## src/rtl/spicart_pkg.sv

```systemverilog
// spicart_pkg: shared definitions for the SPI-to-cartridge burst bridge.
//   - header bit positions of the command byte
//   - frame state (header / address / data) and request state enums
//   - addr_bytes(): number of SPI bytes needed to carry an address
package spicart_pkg;

  localparam int HDR_WR_BIT  = 7;
  localparam int HDR_INC_BIT = 6;

  typedef enum logic [1:0] {
    HDR,
    ADDR,
    DATA
  } frame_state_e;

  typedef enum logic [1:0] {
    R_IDLE,
    R_PEND,
    R_WAIT
  } req_state_e;

  function automatic int addr_bytes(input int addr_w);
    return (addr_w + 7) / 8;
  endfunction

endpackage

```

## src/rtl/spislave.sv

```systemverilog
// spislave: byte-framing SPI slave, mode 0 (sample on SCK rise, shift on
// SCK fall), MSB first, chip select active low. SPI pins are oversampled
// in the clk domain through a two-stage synchroniser plus an edge stage.
// Ports:
//   clk, rst            system clock, asynchronous active-high reset
//   spi_sck_i/mosi_i/cs_i  raw SPI pins from the host
//   spi_miso_o          serial data to the host
//   sdata_i             byte loaded for transmission at each byte boundary
//   data_o              last received byte (valid with data_valid_read_o)
//   data_valid_read_o   one-cycle pulse per received byte
//   data_firstbyte_o    qualifies data_o as first byte after CS assert
//   cs_active_o         synchronised chip-select asserted
module spislave (
  input  logic       clk,
  input  logic       rst,
  input  logic       spi_sck_i,
  input  logic       spi_mosi_i,
  input  logic       spi_cs_i,
  output logic       spi_miso_o,
  input  logic [7:0] sdata_i,
  output logic [7:0] data_o,
  output logic       data_valid_read_o,
  output logic       data_firstbyte_o,
  output logic       cs_active_o
);

  logic [2:0] sck_q, mosi_q, cs_q;
  logic [2:0] bit_cnt_q;
  logic [7:0] rx_q, tx_q, data_q;
  logic       valid_q, first_q, firstbyte_q;

  logic sck_rise, sck_fall, cs_act, cs_start;
  assign sck_rise = sck_q[1] & ~sck_q[2];
  assign sck_fall = ~sck_q[1] & sck_q[2];
  assign cs_act   = ~cs_q[1];
  assign cs_start = ~cs_q[1] & cs_q[2];

  always_ff @(posedge clk or posedge rst) begin
    if (rst) begin
      sck_q       <= 3'b000;
      mosi_q      <= 3'b000;
      cs_q        <= 3'b111;
      bit_cnt_q   <= 3'd0;
      rx_q        <= 8'h00;
      tx_q        <= 8'h00;
      data_q      <= 8'h00;
      valid_q     <= 1'b0;
      first_q     <= 1'b1;
      firstbyte_q <= 1'b0;
    end else begin
      sck_q   <= {sck_q[1:0], spi_sck_i};
      mosi_q  <= {mosi_q[1:0], spi_mosi_i};
      cs_q    <= {cs_q[1:0], spi_cs_i};
      valid_q <= 1'b0;
      if (!cs_act) begin
        bit_cnt_q <= 3'd0;
        first_q   <= 1'b1;
      end else if (cs_start) begin
        // MSB of the first byte must be on MISO before the first rising edge
        tx_q      <= sdata_i;
        bit_cnt_q <= 3'd0;
      end else if (sck_rise) begin
        rx_q      <= {rx_q[6:0], mosi_q[1]};
        bit_cnt_q <= bit_cnt_q + 3'd1;
        if (bit_cnt_q == 3'd7) begin
          data_q      <= {rx_q[6:0], mosi_q[1]};
          valid_q     <= 1'b1;
          firstbyte_q <= first_q;
          first_q     <= 1'b0;
        end
      end else if (sck_fall) begin
        // bit count back at 0 means the trailing fall of a byte: load next byte
        if (bit_cnt_q == 3'd0) tx_q <= sdata_i;
        else                   tx_q <= {tx_q[6:0], 1'b0};
      end
    end
  end

  assign spi_miso_o        = tx_q[7];
  assign data_o            = data_q;
  assign data_valid_read_o = valid_q;
  assign data_firstbyte_o  = firstbyte_q;
  assign cs_active_o       = cs_act;

endmodule

```

## src/rtl/spicart_burst.sv

```systemverilog
// spicart_burst: SPI-to-cartridge-bus burst bridge.
// A frame is: header byte, ADDR_BYTES address bytes (MSB first), then data
// bytes. Writes post one cart_wr per data byte; reads prefetch after the
// address so each data byte returns the contents of the current address.
// Ports:
//   clk, rst                   system clock, asynchronous active-high reset
//   spi_mosi/sck/cs, spi_miso  SPI link to the host (CS active low)
//   cart_a, cart_dout          registered address / write data
//   cart_din                   read data from the cartridge
//   cart_wr, cart_rd           single-cycle registered access strobes
//   cart_busy                  cartridge not ready; strobes wait while high
//   xfer_active                a request is pending or outstanding
//   err_overrun                sticky: a byte arrived while a request was busy
module spicart_burst
  import spicart_pkg::*;
#(
  parameter int ADDR_W      = 16,
  parameter bit INC_DEFAULT = 1'b1,
  parameter bit ALLOW_NOINC = 1'b1
) (
  input  logic              clk,
  input  logic              rst,
  input  logic              spi_mosi,
  input  logic              spi_sck,
  input  logic              spi_cs,
  output logic              spi_miso,
  output logic [ADDR_W-1:0] cart_a,
  output logic [7:0]        cart_dout,
  input  logic [7:0]        cart_din,
  output logic              cart_wr,
  output logic              cart_rd,
  input  logic              cart_busy,
  output logic              xfer_active,
  output logic              err_overrun
);

  localparam int ABYTES = addr_bytes(ADDR_W);

  logic [7:0] rx_byte;
  logic       rx_valid, rx_first, cs_active;

  frame_state_e      frame_q;
  req_state_e        req_q;
  logic [ADDR_W-1:0] cart_a_q;
  logic [7:0]        cart_dout_q, rhold_q;
  logic              cart_wr_q, cart_rd_q, xfer_q, err_q;
  logic              wr_mode_q, inc_q, req_wr_q, req_inc_q;
  logic [1:0]        byte_cnt_q;

  spislave u_spislave (
    .clk               (clk),
    .rst               (rst),
    .spi_sck_i         (spi_sck),
    .spi_mosi_i        (spi_mosi),
    .spi_cs_i          (spi_cs),
    .spi_miso_o        (spi_miso),
    .sdata_i           (rhold_q),
    .data_o            (rx_byte),
    .data_valid_read_o (rx_valid),
    .data_firstbyte_o  (rx_first),
    .cs_active_o       (cs_active)
  );

  logic hdr_ev, body_ev, req_idle;
  assign hdr_ev   = rx_valid & rx_first;
  assign body_ev  = rx_valid & ~rx_first;
  assign req_idle = (req_q == R_IDLE);

  always_ff @(posedge clk or posedge rst) begin
    if (rst) begin
      frame_q     <= HDR;
      req_q       <= R_IDLE;
      cart_a_q    <= '0;
      cart_dout_q <= 8'h00;
      rhold_q     <= 8'h00;
      cart_wr_q   <= 1'b0;
      cart_rd_q   <= 1'b0;
      xfer_q      <= 1'b0;
      err_q       <= 1'b0;
      wr_mode_q   <= 1'b0;
      inc_q       <= 1'b0;
      req_wr_q    <= 1'b0;
      req_inc_q   <= 1'b0;
      byte_cnt_q  <= 2'd0;
    end else begin
      cart_wr_q <= 1'b0;
      cart_rd_q <= 1'b0;

      // Request FSM
      case (req_q)
        R_PEND: begin
          if (!cart_busy) begin
            if (req_wr_q) cart_wr_q <= 1'b1;
            else          cart_rd_q <= 1'b1;
            req_q <= R_WAIT;
          end
        end
        R_WAIT: begin
          // A strobe still high means this is the strobe cycle itself;
          // completion is only allowed from the following cycle on.
          if (!cart_wr_q && !cart_rd_q && !cart_busy) begin
            if (!req_wr_q)      rhold_q  <= cart_din;
            else if (req_inc_q) cart_a_q <= cart_a_q + ADDR_W'(1);
            req_q  <= R_IDLE;
            xfer_q <= 1'b0;
          end
        end
        default: ;
      endcase

      // Frame FSM
      if (!cs_active) begin
        frame_q <= HDR;
      end else if (hdr_ev) begin
        wr_mode_q  <= rx_byte[HDR_WR_BIT];
        inc_q      <= ALLOW_NOINC ? rx_byte[HDR_INC_BIT] : INC_DEFAULT;
        byte_cnt_q <= 2'd0;
        err_q      <= 1'b0;
        frame_q    <= ADDR;
      end else if (body_ev) begin
        case (frame_q)
          ADDR: begin
            cart_a_q <= {cart_a_q[ADDR_W-9:0], rx_byte};
            if (byte_cnt_q == 2'(ABYTES - 1)) begin
              frame_q <= DATA;
              if (!wr_mode_q) begin
                // prefetch so the first data byte already carries memory data
                if (req_idle) begin
                  req_wr_q <= 1'b0;
                  req_q    <= R_PEND;
                  xfer_q   <= 1'b1;
                end else begin
                  err_q <= 1'b1;
                end
              end
            end else begin
              byte_cnt_q <= byte_cnt_q + 2'd1;
            end
          end
          DATA: begin
            if (!req_idle) begin
              err_q <= 1'b1;
            end else if (wr_mode_q) begin
              cart_dout_q <= rx_byte;
              req_wr_q    <= 1'b1;
              req_inc_q   <= inc_q;
              req_q       <= R_PEND;
              xfer_q      <= 1'b1;
            end else begin
              // read address moves on before the next prefetch is posted
              if (inc_q) cart_a_q <= cart_a_q + ADDR_W'(1);
              req_wr_q <= 1'b0;
              req_q    <= R_PEND;
              xfer_q   <= 1'b1;
            end
          end
          default: ;
        endcase
      end
    end
  end

  assign cart_a      = cart_a_q;
  assign cart_dout   = cart_dout_q;
  assign cart_wr     = cart_wr_q;
  assign cart_rd     = cart_rd_q;
  assign xfer_active = xfer_q;
  assign err_overrun = err_q;

endmodule
```

## config.mk

```make
export PLATFORM = sky130hd
export DESIGN_NAME = spicart_burst
export DESIGN_NICKNAME = d
export VERILOG_FILES = /design/src/rtl/spicart_pkg.sv /design/src/rtl/spislave.sv /design/src/rtl/spicart_burst.sv
export SDC_FILE = /design/constraint.sdc
export NUM_CORES = 1
export LEC_CHECK = 0
export ABC_AREA = 1
export CORE_ASPECT_RATIO = 0.5
export CORE_MARGIN = 2
export CORE_UTILIZATION = 40
export DETAILED_ROUTE_END_ITERATION = 10
export DONT_BUFFER_PORTS = 1
export PLACE_DENSITY_LB_ADDON = 0.15
export REMOVE_ABC_BUFFERS = 1
export SLEW_MARGIN = 10
export SYNTH_ARGS = -nofsm -noshare
export SYNTH_HDL_FRONTEND = slang
export SYNTH_SLANG_ARGS = --single-unit
```

## constraint.sdc

```tcl
create_clock -name clk -period 3.2 [get_ports clk]
set_input_delay 0.48 -clock clk [delete_from_list [all_inputs] [get_ports clk]]
set_output_delay 0.48 -clock clk [all_outputs]
set_load 0.01 [all_outputs]
```

# Yosys cells after proc, flatten, opt, wreduce, memory -nomap -nowiden
# Index checks and enable logic that the tools add are counted.
[word_totals]
register_bits = 83
in_bits = 14
output_inout_bits = 29
[op_classes]
addsub = 3
eq_ne = 15
mux = 72
bitwise_logic = 12
n_reduce_logical = 29
[op_table]
columns = ["operator", "count"]
rows = [
  ["16-bit 2-to-1 mux", 10],
  ["2-bit 2-to-1 mux", 17],
  ["1-bit 2-to-1 mux", 32],
  ["8-bit 2-to-1 mux", 4],
  ["16-bit one-hot mux with 2 select lines", 1],
  ["16-bit by 1-bit adder with 16-bit output (second input constant)", 1],
  ["3-bit AND reduction", 5],
  ["3-bit nonzero test", 5],
  ["2-bit inequality test (second input constant)", 6],
  ["2-bit nonzero test", 6],
  ["3-bit 2-to-1 mux", 3],
  ["2-bit one-hot mux with 2 select lines", 2],
  ["4-bit AND reduction", 2],
  ["8-bit AND reduction", 1],
  ["1-bit NOT", 7],
  ["2-bit by 1-bit == test with 1-bit output (second input constant)", 3],
  ["3-bit inequality test (second input constant)", 2],
  ["1-bit one-hot mux with 2 select lines", 3],
  ["6-bit AND reduction", 1],
  ["1-bit AND", 5],
  ["5-bit AND reduction", 1],
  ["2-bit == test (second input constant)", 2],
  ["3-bit by 1-bit adder with 3-bit output (second input constant)", 1],
  ["3-bit == test (second input constant)", 1],
  ["7 further kinds", 10],
]

# Longest topological paths before layout
# Gate-level depths: netlist of the first run.
[depth]
depth_word = 12
mapped_depth = 12
mapped_depth_nobuf = 12

# Modules after synthesis
# A second synthesis of the first run with hierarchy kept.
[unflattened]
cells_unflattened = 560
hier_area_um2 = 4509.3
[by_module_without_submodules]
columns = ["mod", "n_inst", "cells_each", "area_each_um2", "seq_area_each_um2"]
rows = [
  ["spicart_burst", 1, 390, 2931.6, 1151.1],
  ["spislave", 1, 170, 1577.8, 930.9],
]

# Least setup slack after synthesis of the first run
# Ideal clock, no wire load.
[synth_path]
path_type = "register to register"
start = "register req_q[0]"
end = "register cart_a_q[2] (netlist: cart_a[2])"
arrival_ps = 1483
required_ps = 3078
path_slack_ps = 1595
path_stages_with_launch = 11
n_path_buf = 1
period_less_slack_ps = 1605
cell_sequence = "dfrtp_1 inv_1 ha_1 nand4_4 nand2_4 buf_8 nand2_1 a21oi_1 o21ai_0 nand2_1 a21oi_1"
[synth_between]
elab_chain_len = 9
word_cells_on_any_way = 10
classes_between = "eq/ne: 1; mux: 8; reduce/logical: 1"
[synth_rtl]
columns = ["element", "line_no", "text"]
rows = [
  ["start, declared", "spicart_burst.sv:43", "req_state_e req_q;"],
  ["start signal, assigned", "spicart_burst.sv:72", "req_q <= R_IDLE;"],
  ["start signal, assigned", "spicart_burst.sv:95", "req_q <= R_WAIT;"],
  ["start signal, assigned", "spicart_burst.sv:104", "req_q <= R_IDLE;"],
  ["2-bit == test", "spicart_burst.sv:90", "case (req_q)"],
  ["16-bit 2-to-1 mux", "spicart_burst.sv:90", ""],
  ["16-bit 2-to-1 mux", "spicart_burst.sv:151", "if (inc_q) cart_a_q <= cart_a_q + ADDR_W'(1);"],
  ["16-bit 2-to-1 mux", "spicart_burst.sv:143", "end else if (wr_mode_q) begin"],
  ["16-bit 2-to-1 mux", "spicart_burst.sv:141", "if (!req_idle) begin"],
  ["16-bit one-hot mux with 2 select lines", "spicart_burst.sv:121", "case (frame_q)"],
  ["16-bit 2-to-1 mux", "spicart_burst.sv:120", "end else if (body_ev) begin"],
  ["16-bit 2-to-1 mux", "spicart_burst.sv:114", "end else if (hdr_ev) begin"],
  ["16-bit 2-to-1 mux (*)", "spicart_burst.sv:112", "if (!cs_active) begin"],
  ["end signal, assigned", "spicart_burst.sv:103", "else if (req_inc_q) cart_a_q <= cart_a_q + ADDR_W'(1);"],
  ["end signal, assigned", "spicart_burst.sv:123", "cart_a_q <= {cart_a_q[ADDR_W-9:0], rx_byte};"],
  ["end signal, assigned", "spicart_burst.sv:151", ""],
  ["end, declared", "spicart_burst.sv:44", "logic [ADDR_W-1:0] cart_a_q;"],
]
# Mark *: on every way between the ends. The rest lies on a longest branch, timed or not.
# A chain may end at the register's enable or synchronous reset.

# Final worst setup path of the first run
[layout_path]
start = "register req_q[0]"
end = "register cart_a_q[14] (netlist: cart_a[14])"
# Same word-level chain as after synthesis.

==> results of run 1 <==
-- worst min path at each step --
stage / cells past startpoint / end / slack [ns]
floorplan: 0 / u_spislave.mosi_q[1] / 0.33
global placement: 0 / u_spislave.sck_q[1] / 0.33
detailed placement: 0 / u_spislave.mosi_q[1] / 0.33
CTS: 1 / u_spislave.bit_cnt_q[2] / 0.03
global route: 1 / rhold_q[0] / 0.06
finish: 1 / u_spislave.tx_q[2] / 0.03
-- sequential cells by signal, indices dropped and copies added (netlist names), 2 cells and up --
register	flops
req_q	2
u_spislave.data_o	8
u_spislave.sck_q	3
u_spislave.rx_q	7
u_spislave.cs_q	3
byte_cnt_q	2
u_spislave.mosi_q	2
u_spislave.bit_cnt_q	3
cart_dout	8
u_spislave.tx_q	8
cart_a	16
frame_q	2
rhold_q	8
-- cell usage after synthesis, types with 4 or more instances --
library cell / count
a21oi_1: 26
a31oi_1: 7
buf_2: 5
clkbuf_1: 4
dfrtp_1: 79
dfstp_2: 4
ha_1: 10
inv_1: 58
inv_2: 5
mux2_2: 15
nand2_1: 140
nand3_1: 45
nand3_2: 4
nor2_1: 35
nor2_2: 6
nor3_1: 4
o21ai_0: 44
xor2_1: 9
-- placed cells by master, fill, tap and decap left out, drive strengths merged --
cell      Yosys  final
nand3b        1      1
ha           10     10
a32oi         1      1
o211ai        1      1
a31oi         7      7
o21bai        1      1
nor3          6      6
o31ai         2      2
dfrtp        79     79
xor2          9      9
clkbuf        5     11
o221ai        1      1
o21ai        47     47
o22ai         1      1
a21oi        29     29
inv          63     65
nand2       144    144
clkinvlp      0      1
mux2         15     15
nand4         3      3
nand3        51     51
nor2         45     45
xnor2         2      2
clkinv        2      4
buf           7      5
dfstp         4      4
-- per-stage QoR --
step | utilization | area (sq um) | cells | setup slack [ns]
final | 0.4478 | 4886 | 690 | 1.190
after global routing | 0.4478 | 4886 | 690 | 1.017
after CTS | 0.4478 | 4886 | 690 | 1.168
after detailed placement | 0.4207 | 4591 | 674 | 1.190
after global placement | 0.4207 | 4591 | 674 | 1.212
after floorplan | - | 4365 | 524 | 0.5898
-- power by group --
part | switching, mW | internal [mW] | leakage [nW]
registers | 0.0691 | 1.17 | 1.09
clock network | 0.445 | 0.578 | 0.143
logic | 0.240 | 0.155 | 1.00
-- critical path: cells and delay by family (launching register included) --
| family | cells | cell delay [ns] |
|---|---|---|
| buffers and inverters | 1 | 0.10 |
| AO/OA/AOI/OAI | 1 | 0.13 |
| adder cells (fa/ha/maj) | 1 | 0.31 |
| AND/OR/NAND/NOR | 7 | 1.03 |
| flip-flops | 1 | 0.38 |
-- metal layers --
metal	vias up	GRT usage	wire [um]
li1	1754	-	-
met1	1684	0.2498	5104
met2	91	0.2789	4369
met3	12	0.05467	528
met4	0	0.05556	111
met5	-	0	0
-- logic make-up after synthesis --
kind of cell,Yosys count,share of synthesized area
multiplexers,15,0.03808
XOR/XNOR,11,0.02172
flip-flops,83,0.4694
AND/OR/NAND/NOR,250,0.2615
buffers and inverters,77,0.07080
AO/OA/AOI/OAI,90,0.1103
adder cells (fa/ha/maj),10,0.02821
-- cell type report --
cell class / instances / area, sq um / share of cell area
clock inverters: 5 / 42.54 / 0.008707
well taps: 145 / 181.4 / 0.03713
multi-input cells: 376 / 2044 / 0.4184
inverters: 65 / 245.2 / 0.05019
flip-flops and latches: 83 / 2082 / 0.4261
repair buffers: 5 / 37.54 / 0.007682
clock buffers: 11 / 252.7 / 0.05173
==> results.sh, run 1 <==
export IMPL_status="completed"
export IMPL_rrSetupSlack_ns=1.19
export IMPL_hpwlAfterDp_um=7208
export IMPL_num_rows=27
export IMPL_antenna_found_initial=0
export IMPL_synthFlopType="dfrtp_1"
export IMPL_ir_drop_v=0.0003235
export IMPL_yosys_area_top_type_share=0.4457
export IMPL_final_antenna_net_count=0
export IMPL_die_height_um=78.46
export IMPL_slew_viol_final=0
export IMPL_finalClockSkew_ns=0.008371
export IMPL_crit_arrival_ns=2.28
export IMPL_io_pins=43
export IMPL_yosysSeqAreaShare=0.4694
export IMPL_cts_num_sinks=83
export IMPL_drtIter0Drc=199
export IMPL_cts_root_buf="clkbuf_16"
export IMPL_slew_headroom=0.6623
export IMPL_die_area_sq_um=12000
export IMPL_path_cells="inv_1 -> ha_1 -> nand3_2 -> nor2_4 -> nand3_1 -> nor2_1 -> nand2_1 -> nand3_1 -> nand3_1 -> a21oi_1"
export IMPL_diodes=0
export IMPL_ys_seq_elements=83
export IMPL_core_sq_um=10910
export IMPL_grt_pass1_wl_um=17270
export IMPL_tightest_slew_ns=0.5059
export IMPL_worst_path_max_fanout=15
export IMPL_cp_slowest_cell="dfrtp_1"
export IMPL_syn_inst=536
export IMPL_wirelength_um=10110
export IMPL_clk_pin_slew_ns=0.07
export IMPL_tritoncts="yes"
export IMPL_cts_setup_buffers=0
export IMPL_io_buffers=0
export IMPL_synth_area_top_cells="dfrtp_1 45%, nand2_1 12%, nand3_1 5.1%"
export IMPL_vias_per_cell=5.132
export IMPL_fillers=1079
export IMPL_rsz0062_at_grt="false"
export IMPL_place_congestion=0.8627
export IMPL_htreeDepth=3
export IMPL_die_w_um=152.9
export IMPL_cts_resized=0
export IMPL_grt_usage=0.1821
export IMPL_period_share=0.6282
export IMPL_async_flop_share=1.000
export IMPL_pwr_density_cell_nw_per_um2=543.8
export IMPL_cellLeakagePower_nw=2.236
export IMPL_hold_ws_ns=0.02734
export IMPL_cp_end_kind="flip-flop"
export IMPL_nNetsFinal=564
export IMPL_tns_ns=0
export IMPL_cpPeakStageDelay_ns=0.38
export IMPL_gr_total_overflow=0
export IMPL_vias=3541
export IMPL_hold_buffers=0
export IMPL_crit_type="flip-flop to flip-flop"
export IMPL_syn_to_final_growth_pct=10.16
export IMPL_max_freq_mhz=497.5
export IMPL_firstDrtPassIters=5
export IMPL_drc=0
export IMPL_synth_area_sq_um=4436
export IMPL_drive_gt1_frac=0.1339
export IMPL_yosysTopAreaCell="dfrtp_1"
export IMPL_r2r_end="cart_a[14]"
export IMPL_cts_buffers=9
export IMPL_setup_viol=0
export IMPL_syn_avg_cell_area_sq_um=8.275
export IMPL_hold_violations=0
export IMPL_hp_class="input pin to async pin"
export IMPL_initial_core_util=0.4065
export IMPL_yosysUniqueCellTypes=40
export IMPL_start_kind="flip-flop"
export IMPL_timing_critical_path_to="cart_a[14]"
export IMPL_ys_warn_count=0
export IMPL_post_drt_wl_per_cell_um=14.66
export IMPL_layout_min_cycle_time_ns=2.010
export IMPL_ff2ff_path_depth=10
export IMPL_clock_latency_ns=0.35
export IMPL_synth_edf_count=0
export IMPL_drv_cap=0
export IMPL_fin_total_pwr_mw=2.657
export IMPL_grt_pass1_vias=3420
export IMPL_grt_max_degree=31
export IMPL_cts_buffer_depth=2
export IMPL_critPathLaunch="req_q[0]"
export IMPL_r2r_start="req_q[0]"
export IMPL_worstPathRequired_ns=3.47
export IMPL_path_common_cell="nand3_1"
No activity file was read; power rests on OpenSTA's default activity.
==> inputs of run 2 (changes only) <==
clock period = 1.8 ns   (was 3.2 ns; I/O delays follow)
==> results.sh, run 2 (same netlist as run 1, synthesis figures left out) <==
export IMPL_num_rows=27
export IMPL_hold_ws_ns=0.06960
export IMPL_r2r_start="req_q[0]"
export IMPL_tritoncts="yes"
export IMPL_cts_buffer_depth=2
export IMPL_slew_headroom=0.6998
export IMPL_gr_total_overflow=0
export IMPL_syn_to_final_growth_pct=18.70
export IMPL_largest_reg_flops=16
export IMPL_place_congestion=0.8569
export IMPL_tightest_slew_ns=0.4465
export IMPL_ir_drop_v=0.0005964
export IMPL_nNetsFinal=603
export IMPL_fillers=1050
export IMPL_rrSetupSlack_ns=0.1
export IMPL_core_sq_um=10910
export IMPL_hp_class="input pin to flip-flop"
export IMPL_grt_max_degree=43
export IMPL_cp_slowest_cell="dfrtp_1"
export IMPL_cts_num_sinks=83
export IMPL_antenna_found_initial=0
export IMPL_hold_violations=0
export IMPL_cp_buffers_inverters=2
export IMPL_finalClockSkew_ns=0.009874
export IMPL_firstDrtPassIters=5
export IMPL_status="completed"
export IMPL_hpwlAfterDp_um=7425
export IMPL_io_buffers=0
export IMPL_holdPathEnd="rhold_q[1]"
export IMPL_layout_commonest_cell="nand2_1"
export IMPL_path_cells="inv_2 -> ha_4 -> buf_6 -> nand4_4 -> nand2_8 -> nand2_1 -> xor2_1 -> nand2_1 -> o21ai_0 -> nand2_1 -> nand2_1"
export IMPL_slew_viol_final=0
export IMPL_initial_core_util=0.4065
export IMPL_clock_latency_ns=0.34
export IMPL_pre_cts_slack_ns=0.003645
export IMPL_vias_per_cell=4.989
export IMPL_vias=3637
export IMPL_grt_pass1_vias=3372
export IMPL_crit_arrival_ns=1.93
export IMPL_drv_cap=0
export IMPL_ff2ff_path_depth=11
export IMPL_start_kind="flip-flop"
export IMPL_layout_min_cycle_time_ns=1.700
export IMPL_cp_end_kind="flip-flop"
export IMPL_max_freq_mhz=588.1
export IMPL_die_area_sq_um=12000
export IMPL_io_pins=43
export IMPL_worst_path_max_fanout=9
export IMPL_setup_ws_ns=0.09967
export IMPL_diodes=0
export IMPL_clk_pin_slew_ns=0.07
export IMPL_cpPeakStageDelay_ns=0.41
export IMPL_cts_root_buf="clkbuf_16"
export IMPL_holdPathStages=1
export IMPL_wirelength_um=10570
export IMPL_drtIter0Drc=279
export IMPL_pwr_density_cell_nw_per_um2=939.8
export IMPL_path_common_cell="nand2_1"
export IMPL_grt_usage=0.1814
export IMPL_mostFrequentLayoutCells="140 x nand2_1, 79 x dfrtp_1, 55 x inv_1"
export IMPL_finalInstanceArea_sq_um=5265
export IMPL_worstPathRequired_ns=2.03
export IMPL_die_w_um=152.9
export IMPL_final_antenna_net_count=0
export IMPL_period_share=0.9446
export IMPL_cpLargestDelayFamily="simple AND/OR/NAND/NOR gates"
export IMPL_grt_pass1_wl_um=17320
export IMPL_crit_type="flip-flop to flip-flop"
export IMPL_drive_gt1_frac=0.1952
export IMPL_htreeDepth=3
export IMPL_r2r_end="cart_a[10]"
export IMPL_cts_buffers=9
export IMPL_drc=0
export IMPL_die_height_um=78.46
export IMPL_setup_viol=0
export IMPL_cellLeakagePower_nw=2.451
export IMPL_dpl_cell_area_sq_um=4806
export IMPL_holdCritStartpoint="cart_din[1]"
export IMPL_post_drt_wl_per_cell_um=14.50
==> run 2: changes by cell type in the layout (fill, tap and decap cells not counted), sizes merged <==
cell         delta
buf            +33
dlygate4sd3     +4
clkbuf          -2
bufinv          +1
inv             +1
nand2           +1
nor2            +1
==> run 2: worst max path at each step <==
stage / startpoint / slack (ns) / end / cells past startpoint
after CTS: req_q[0] / 0.004 / cart_a[10] / 11
after floorplan: frame_q[0] / -0.75 / cart_a[11] / 6
final: req_q[0] / 0.1 / cart_a[10] / 11
after global routing: req_q[0] / -0.002 / cart_a[3] / 10
after global placement: req_q[0] / 0.04 / cart_a[14] / 10
after detailed placement: req_q[0] / 0.004 / cart_a[14] / 10
==> run 2: final cells by class <==
cell class                 instances  area, sq um  share of cell area
clock inverter                     7        80.08             0.01521
tap                              145        181.4             0.03446
multi-input combinational        378         2106              0.4000
sequential                        83         2082              0.3954
clock buffer                       9        225.2             0.04278
timing repair buffer              42        345.3             0.06559
inverter                          65        245.2             0.04658
==> run 2: per-layer routing <==
metal / vias up / share of wire / track usage
met4: 0 / 0.013 / 0.05000
met1: 1701 / 0.50 / 0.2588
met2: 83 / 0.43 / 0.2740
met5: - / 0 / 0
li1: 1840 / - / -
met3: 13 / 0.054 / 0.04638
==> run 2: what timing repair did <==
| item | 4_1_cts | 5_1_grt |
|---|---|---|
| pin swaps | 1 | 4 |
| hold buffers | 4 | 0 |
| resized for setup | 0 | 15 |
| gates cloned | 0 | 2 |
| setup endpoints to repair | 2 | 18 |
| hold endpoints to repair | 24 | 0 |
| buffers inserted | 3 | 3 |
==> run 2: metrics by stage <==
| step | power (mW) | utilization | cells | setup TNS (ns) |
|---|---|---|---|---|
| 2_1_floorplan | 2.768 | - | 524 | -60.40 |
| 5_1_grt | 5.238 | 0.4825 | 729 | -0.001597 |
| 6_report | 4.948 | 0.4825 | 729 | 0 |
| 4_1_cts | 4.976 | 0.4741 | 724 | 0 |
| 3_5_place_dp | 3.038 | 0.4404 | 701 | 0 |
| 3_3_place_gp | 3.023 | 0.4404 | 701 | 0 |
==> run 2: power breakdown <==
part | switching, mW | internal (mW) | leakage, nW | total [mW]
clock | 0.804 | 1.10 | 0.149 | 1.90
combinational | 0.472 | 0.374 | 1.21 | 0.847
sequential | 0.123 | 2.08 | 1.09 | 2.20
total | 1.40 | 3.55 | 2.45 | 4.95
